[config.mk]
export PLATFORM = sky130hd
export DESIGN_NAME = demux8_frame_tx_flat
export DESIGN_NICKNAME = d
export VERILOG_FILES = /design/src/rtl/demux8_frame_tx_if.sv /design/src/rtl/demux8_frame_tx.sv /design/src/flat_wrapper.sv
export SDC_FILE = /design/constraint.sdc
export NUM_CORES = 1
export LEC_CHECK = 0
export CAP_MARGIN = 0
export CORE_MARGIN = 3
export CORE_UTILIZATION = 50
export DETAILED_ROUTE_END_ITERATION = 16
export PLACE_DENSITY_LB_ADDON = 0.25
export SLEW_MARGIN = 40
export SYNTH_ARGS = -nofsm -noshare
export SYNTH_HDL_FRONTEND = slang
export SYNTH_SLANG_ARGS = --single-unit
[constraint.sdc]
create_clock -name CLK -period 1.7 [get_ports CLK]
set_input_delay 0.34 -clock CLK [delete_from_list [all_inputs] [get_ports CLK]]
set_output_delay 0.34 -clock CLK [all_outputs]
set_load 0.05 [all_outputs]
[src/rtl/demux8_frame_tx_if.sv]
// Signal bundle between a frame requester and the demux8_frame_tx serializer.
// The master drives the request and word; the slave (the serializer) drives the lane signals.
interface demux8_frame_tx_if;
    logic       START;
    logic [7:0] DIN;
    logic       D;
    logic [2:0] S;
    logic       E;
    logic       BUSY;
    logic       DONE;

    modport master (
        output START, DIN,
        input  D, S, E, BUSY, DONE
    );

    modport slave (
        input  START, DIN,
        output D, S, E, BUSY, DONE
    );
endinterface

[src/rtl/demux8_frame_tx.sv]
// Transmit end of the 1:8 demultiplexed lane link: shifts an 8-bit word out LSB first on D/S/E.
// Define DEMUX8_FRAME_TX_AUTO_RELOAD_EN to chain back-to-back frames when START is seen on the last slot.
module demux8_frame_tx #(
    parameter int HOLD_CYCLES = 1
) (
    input  logic               CLK,
    input  logic               RST_N,
    demux8_frame_tx_if.slave   bus
);

    typedef enum logic [1:0] {
        ST_IDLE,
        ST_SEND,
        ST_DONE
    } state_t;

    localparam logic [7:0] HOLD_LAST = 8'(HOLD_CYCLES - 1);

    state_t     state;
    logic [7:0] shadow;
    logic [2:0] slot;
    logic [7:0] hold;

    logic       last_hold;
    logic [2:0] next_slot;
    logic       reload;

    assign last_hold = (hold == HOLD_LAST);
    assign next_slot = slot + 3'd1;

`ifdef DEMUX8_FRAME_TX_AUTO_RELOAD_EN
    assign reload = bus.START;
`else
    assign reload = 1'b0;
`endif

    // NOTE: all state and outputs use non-blocking assignments so every register
    // samples pre-edge values; outputs are computed one cycle ahead to stay registered.
    always_ff @(posedge CLK) begin
        if (!RST_N) begin
            state    <= ST_IDLE;
            shadow   <= 8'h00;
            slot     <= 3'd0;
            hold     <= 8'h00;
            bus.D    <= 1'b0;
            bus.S    <= 3'd0;
            bus.E    <= 1'b0;
            bus.BUSY <= 1'b0;
            bus.DONE <= 1'b0;
        end else begin
            bus.DONE <= 1'b0;
            case (state)
                ST_IDLE: begin
                    if (bus.START) begin
                        shadow   <= bus.DIN;
                        slot     <= 3'd0;
                        hold     <= 8'h00;
                        state    <= ST_SEND;
                        bus.E    <= 1'b1;
                        bus.BUSY <= 1'b1;
                        bus.S    <= 3'd0;
                        bus.D    <= bus.DIN[0];
                    end
                end

                ST_SEND: begin
                    if (!last_hold) begin
                        hold <= hold + 8'd1;
                    end else if (slot != 3'd7) begin
                        hold  <= 8'h00;
                        slot  <= next_slot;
                        bus.S <= next_slot;
                        bus.D <= shadow[next_slot];
                    end else if (reload) begin
                        // Chained frame: E and BUSY stay high, DONE marks slot 0 of the new word.
                        shadow   <= bus.DIN;
                        slot     <= 3'd0;
                        hold     <= 8'h00;
                        bus.S    <= 3'd0;
                        bus.D    <= bus.DIN[0];
                        bus.DONE <= 1'b1;
                    end else begin
                        slot     <= 3'd0;
                        hold     <= 8'h00;
                        state    <= ST_DONE;
                        bus.E    <= 1'b0;
                        bus.BUSY <= 1'b0;
                        bus.DONE <= 1'b1;
                        bus.S    <= 3'd0;
                        bus.D    <= 1'b0;
                    end
                end

                ST_DONE: begin
                    state <= ST_IDLE;
                end

                default: begin
                    state <= ST_IDLE;
                end
            endcase
        end
    end

endmodule
[src/flat_wrapper.sv]
// flat-port wrapper written by rule: the top's interface ports become plain ports
module demux8_frame_tx_flat 
#(
    parameter int HOLD_CYCLES = 1
)
  (CLK, RST_N, bus_START, bus_DIN, bus_D, bus_S, bus_E, bus_BUSY, bus_DONE);
  demux8_frame_tx_if bus_i ();
  input  logic CLK;
  input  logic RST_N;
  input wire logic [$bits(bus_i.START)-1:0] bus_START;
  input wire logic [$bits(bus_i.DIN)-1:0] bus_DIN;
  output wire logic [$bits(bus_i.D)-1:0] bus_D;
  output wire logic [$bits(bus_i.S)-1:0] bus_S;
  output wire logic [$bits(bus_i.E)-1:0] bus_E;
  output wire logic [$bits(bus_i.BUSY)-1:0] bus_BUSY;
  output wire logic [$bits(bus_i.DONE)-1:0] bus_DONE;
  assign bus_i.START = bus_START;
  assign bus_i.DIN = bus_DIN;
  assign bus_D = bus_i.D;
  assign bus_S = bus_i.S;
  assign bus_E = bus_i.E;
  assign bus_BUSY = bus_i.BUSY;
  assign bus_DONE = bus_i.DONE;
  demux8_frame_tx #(.HOLD_CYCLES(HOLD_CYCLES)) u_core (.CLK(CLK), .RST_N(RST_N), .bus(bus_i));
endmodule
==> results.tsv <==
metric	value	unit
status	complete, no violations	
Critical Path AT	1820	ps
# rows	16	
fraction of registers with async set/reset	0	
CTS max path bufs	2	
period utilization	0.936	
Worst-Skew Late Latency	310	ps
Seq/Total Area, Yosys	0.430	
first-pass GRT wire length	4020	um
Root Driver	clkbuf_4	
layout cell share with drive strength beyond 1	0.214	
routed vias	992	
R2R Setup Slk	110	ps
crit path to	u_core.hold[7]	
clock-pin slew on the worst setup and hold paths	130	ps
GR Util All Layers	0.192	
Crit Path Class	reg2reg	
WL/cell	14.1	um
max-cap violations	0	
htree depth	1	
antenna-violating nets left	0	
Synth area leaders	dfxtp_1 (43%), nand2_1 (6.4%), a21oi_1 (6.3%)	
FF+latch area	483	um2
Die X	53.3	um
pre-CTS setup slack	87.0	ps
DRT Pass-1 Iters	4	
IO Pins	18	
Port Buffers	17	
synth unique cells	33	
Worst setup SP type	register	
die area	2840	um2
clk sink count	24	
placed wire-length estimate	1820	um
Synth Register Bits	24	
R2R depth	6	
Worst Path Required	1930	ps
Post-Place Cells	169	
CTS Buf Count	3	
worst hold path type	reg2reg	
Layout area overhead	22.6	%
n_diodes	0	
Multi-input gate area	612	um2
P_leak	0.537	nW
post-route cell area	1370	um2
GP Congestion	0.898	
non-filler instance count after layout	172	
Mapped Cells	125	
final number of setup-violating endpoints	0	
1st-iter DRT viols	35	
Worst IR Drop VDD	0.470	mV
final setup TNS	0	ps
total power after layout	1.03	mW
Slew HR	0.735	
Ys Warns	0	
top cell type's share of synthesized area	0.430	
syn_nets	140	
Pins Over Slew Limit	0	
core box area	2040	um2
Synth Cell Area	1120	um2
Post-synth EDFFs	0	
clock skew	3.90	ps
initial antenna violation count	0	
minimum clock period	1590	ps
Worst R2R Start	u_core.hold[0]	
vias in the first global route	881	
Avg Vias per Cell	5.77	
initial core utilization	0.548	
crit path from	u_core.hold[0]	
Most used DFF post-synth	dfxtp_1	
RR Endpoint	u_core.hold[7]	
height of the die	53.3	um
Synth area leader	dfxtp_1	
Fmax	628	MHz
Overflow after GRT	0	
Worst Max-Slew Pin Slew	396	ps
Worst Slack Setup Final	108	ps
cell area after placement	1320	um2
Fillers	183	
final wirelength	2420	um
DRC	0	
element type at the critical path end	register	
Final Hold Viols	0	
Nets	162	
crit path max fanout	6	
CTS tree	yes	
Power Dens Cells	749	nW/um2
largest net degree at the start of global routing	14	
synthesized area per cell	8.95	um2
-- cells in the final DEF (no fill, tap or decap), types with 2 or more instances in the layout --
master / Yosys / layout
and3_1: 3 / 2
and2_1: 2 / 2
o211ai_1: 4 / 4
clkbuf_4: 0 / 3
a311oi_1: 2 / 2
buf_4: 2 / 13
and3_2: 2 / 3
dfxtp_1: 24 / 22
dfxtp_2: 0 / 2
clkdlybuf4s50_1: 0 / 10
mux4_2: 2 / 2
xor2_1: 3 / 3
a21oi_1: 14 / 14
inv_1: 5 / 5
nand3_1: 6 / 5
ha_1: 4 / 3
nand4_1: 2 / 2
nor2_1: 9 / 9
a32oi_1: 2 / 2
nand2_1: 19 / 19
a41oi_1: 2 / 2
-- worst max-delay path, cell delays in order (launching register included) --
cell and delay [ps]:
dfxtp_1 430, inv_1 70, ha_1 200, nor4b_4 150, a21o_2 220, a31o_2 210
a311oi_1 240
-- flip-flops by register name, indices dropped and copies added (netlist names) --
| signal | count |
|---|---|
| u_core.hold | 8 |
| u_core.shadow | 8 |
| u_core.bus.S | 3 |
| u_core.state | 2 |
| u_core.bus.D | 1 |
| u_core.bus.DONE | 1 |
| u_core.bus.E | 1 |
-- how the worst min path moves through the flow --
stage / start / to / slack [ps] / cells after the start
6_report: u_core.shadow[0] / u_core.shadow[0] / 460 / 2
5_1_grt: u_core.shadow[3] / u_core.shadow[3] / 490 / 2
4_1_cts: u_core.shadow[0] / u_core.shadow[0] / 470 / 2
3_5_place_dp: u_core.shadow[0] / u_core.shadow[0] / 450 / 2
3_3_place_gp: u_core.shadow[0] / u_core.shadow[0] / 440 / 2
2_1_floorplan: u_core.shadow[0] / u_core.shadow[0] / 430 / 2
-- power by group --
group	internal, mW	leakage (nW)	switching [mW]	total [mW]
Clock	0.0829	0.0138	0.164	0.246
Sequential	0.584	0.196	0.0156	0.599
Combinational	0.0772	0.326	0.105	0.182
-- cells by family after synthesis --
group / after synthesis / synth area share
buf+inv: 12 / 0.0470
mux: 2 / 0.0403
fa+ha+maj: 4 / 0.0447
simple gates: 48 / 0.219
flops: 24 / 0.430
xor+xnor: 3 / 0.0235
compound gates: 32 / 0.196
-- per-layer routing --
metal  wire length [um]  global-route usage  share of wire  up-vias
li1                   -                   -              -      491
met1               1130               0.260           0.47      469
met2               1140               0.302           0.47       28
met3                130              0.0310          0.054        4
met4                 21              0.0723         0.0087        0
met5                  0                   0              0        -
-- timing repair --
item,in CTS,in global routing
gates resized for setup,0,4
endpoints found under the setup margin,0,3
setup buffers,0,0
hold buffers,0,0
-- Yosys cell counts, drive strengths merged (3+ instances only) --
master / n
dfxtp: 24
nand2: 19
a21oi: 15
nor2: 9
nand3: 6
and3: 5
inv: 5
clkbuf: 4
ha: 4
o211ai: 4
xor2: 3
-- stage by stage --
stage,utilization,hold slack [ps]
after floorplan,-,433
after global placement,0.648,444
after detailed placement,0.648,447
after CTS,0.659,465
after global routing,0.672,487
final,0.672,462
-- layout make-up --
| class | count | share of cell area |
|---|---|---|
| Timing Repair Buffer | 23 | 0.144 |
| Tap cell | 27 | 0.0246 |
| Multi-Input combinational cell | 89 | 0.446 |
| Inverter | 6 | 0.0164 |
| Sequential cell | 24 | 0.352 |
| Clock buffer | 3 | 0.0164 |
Note: power is estimated with default switching activity, not from simulation.
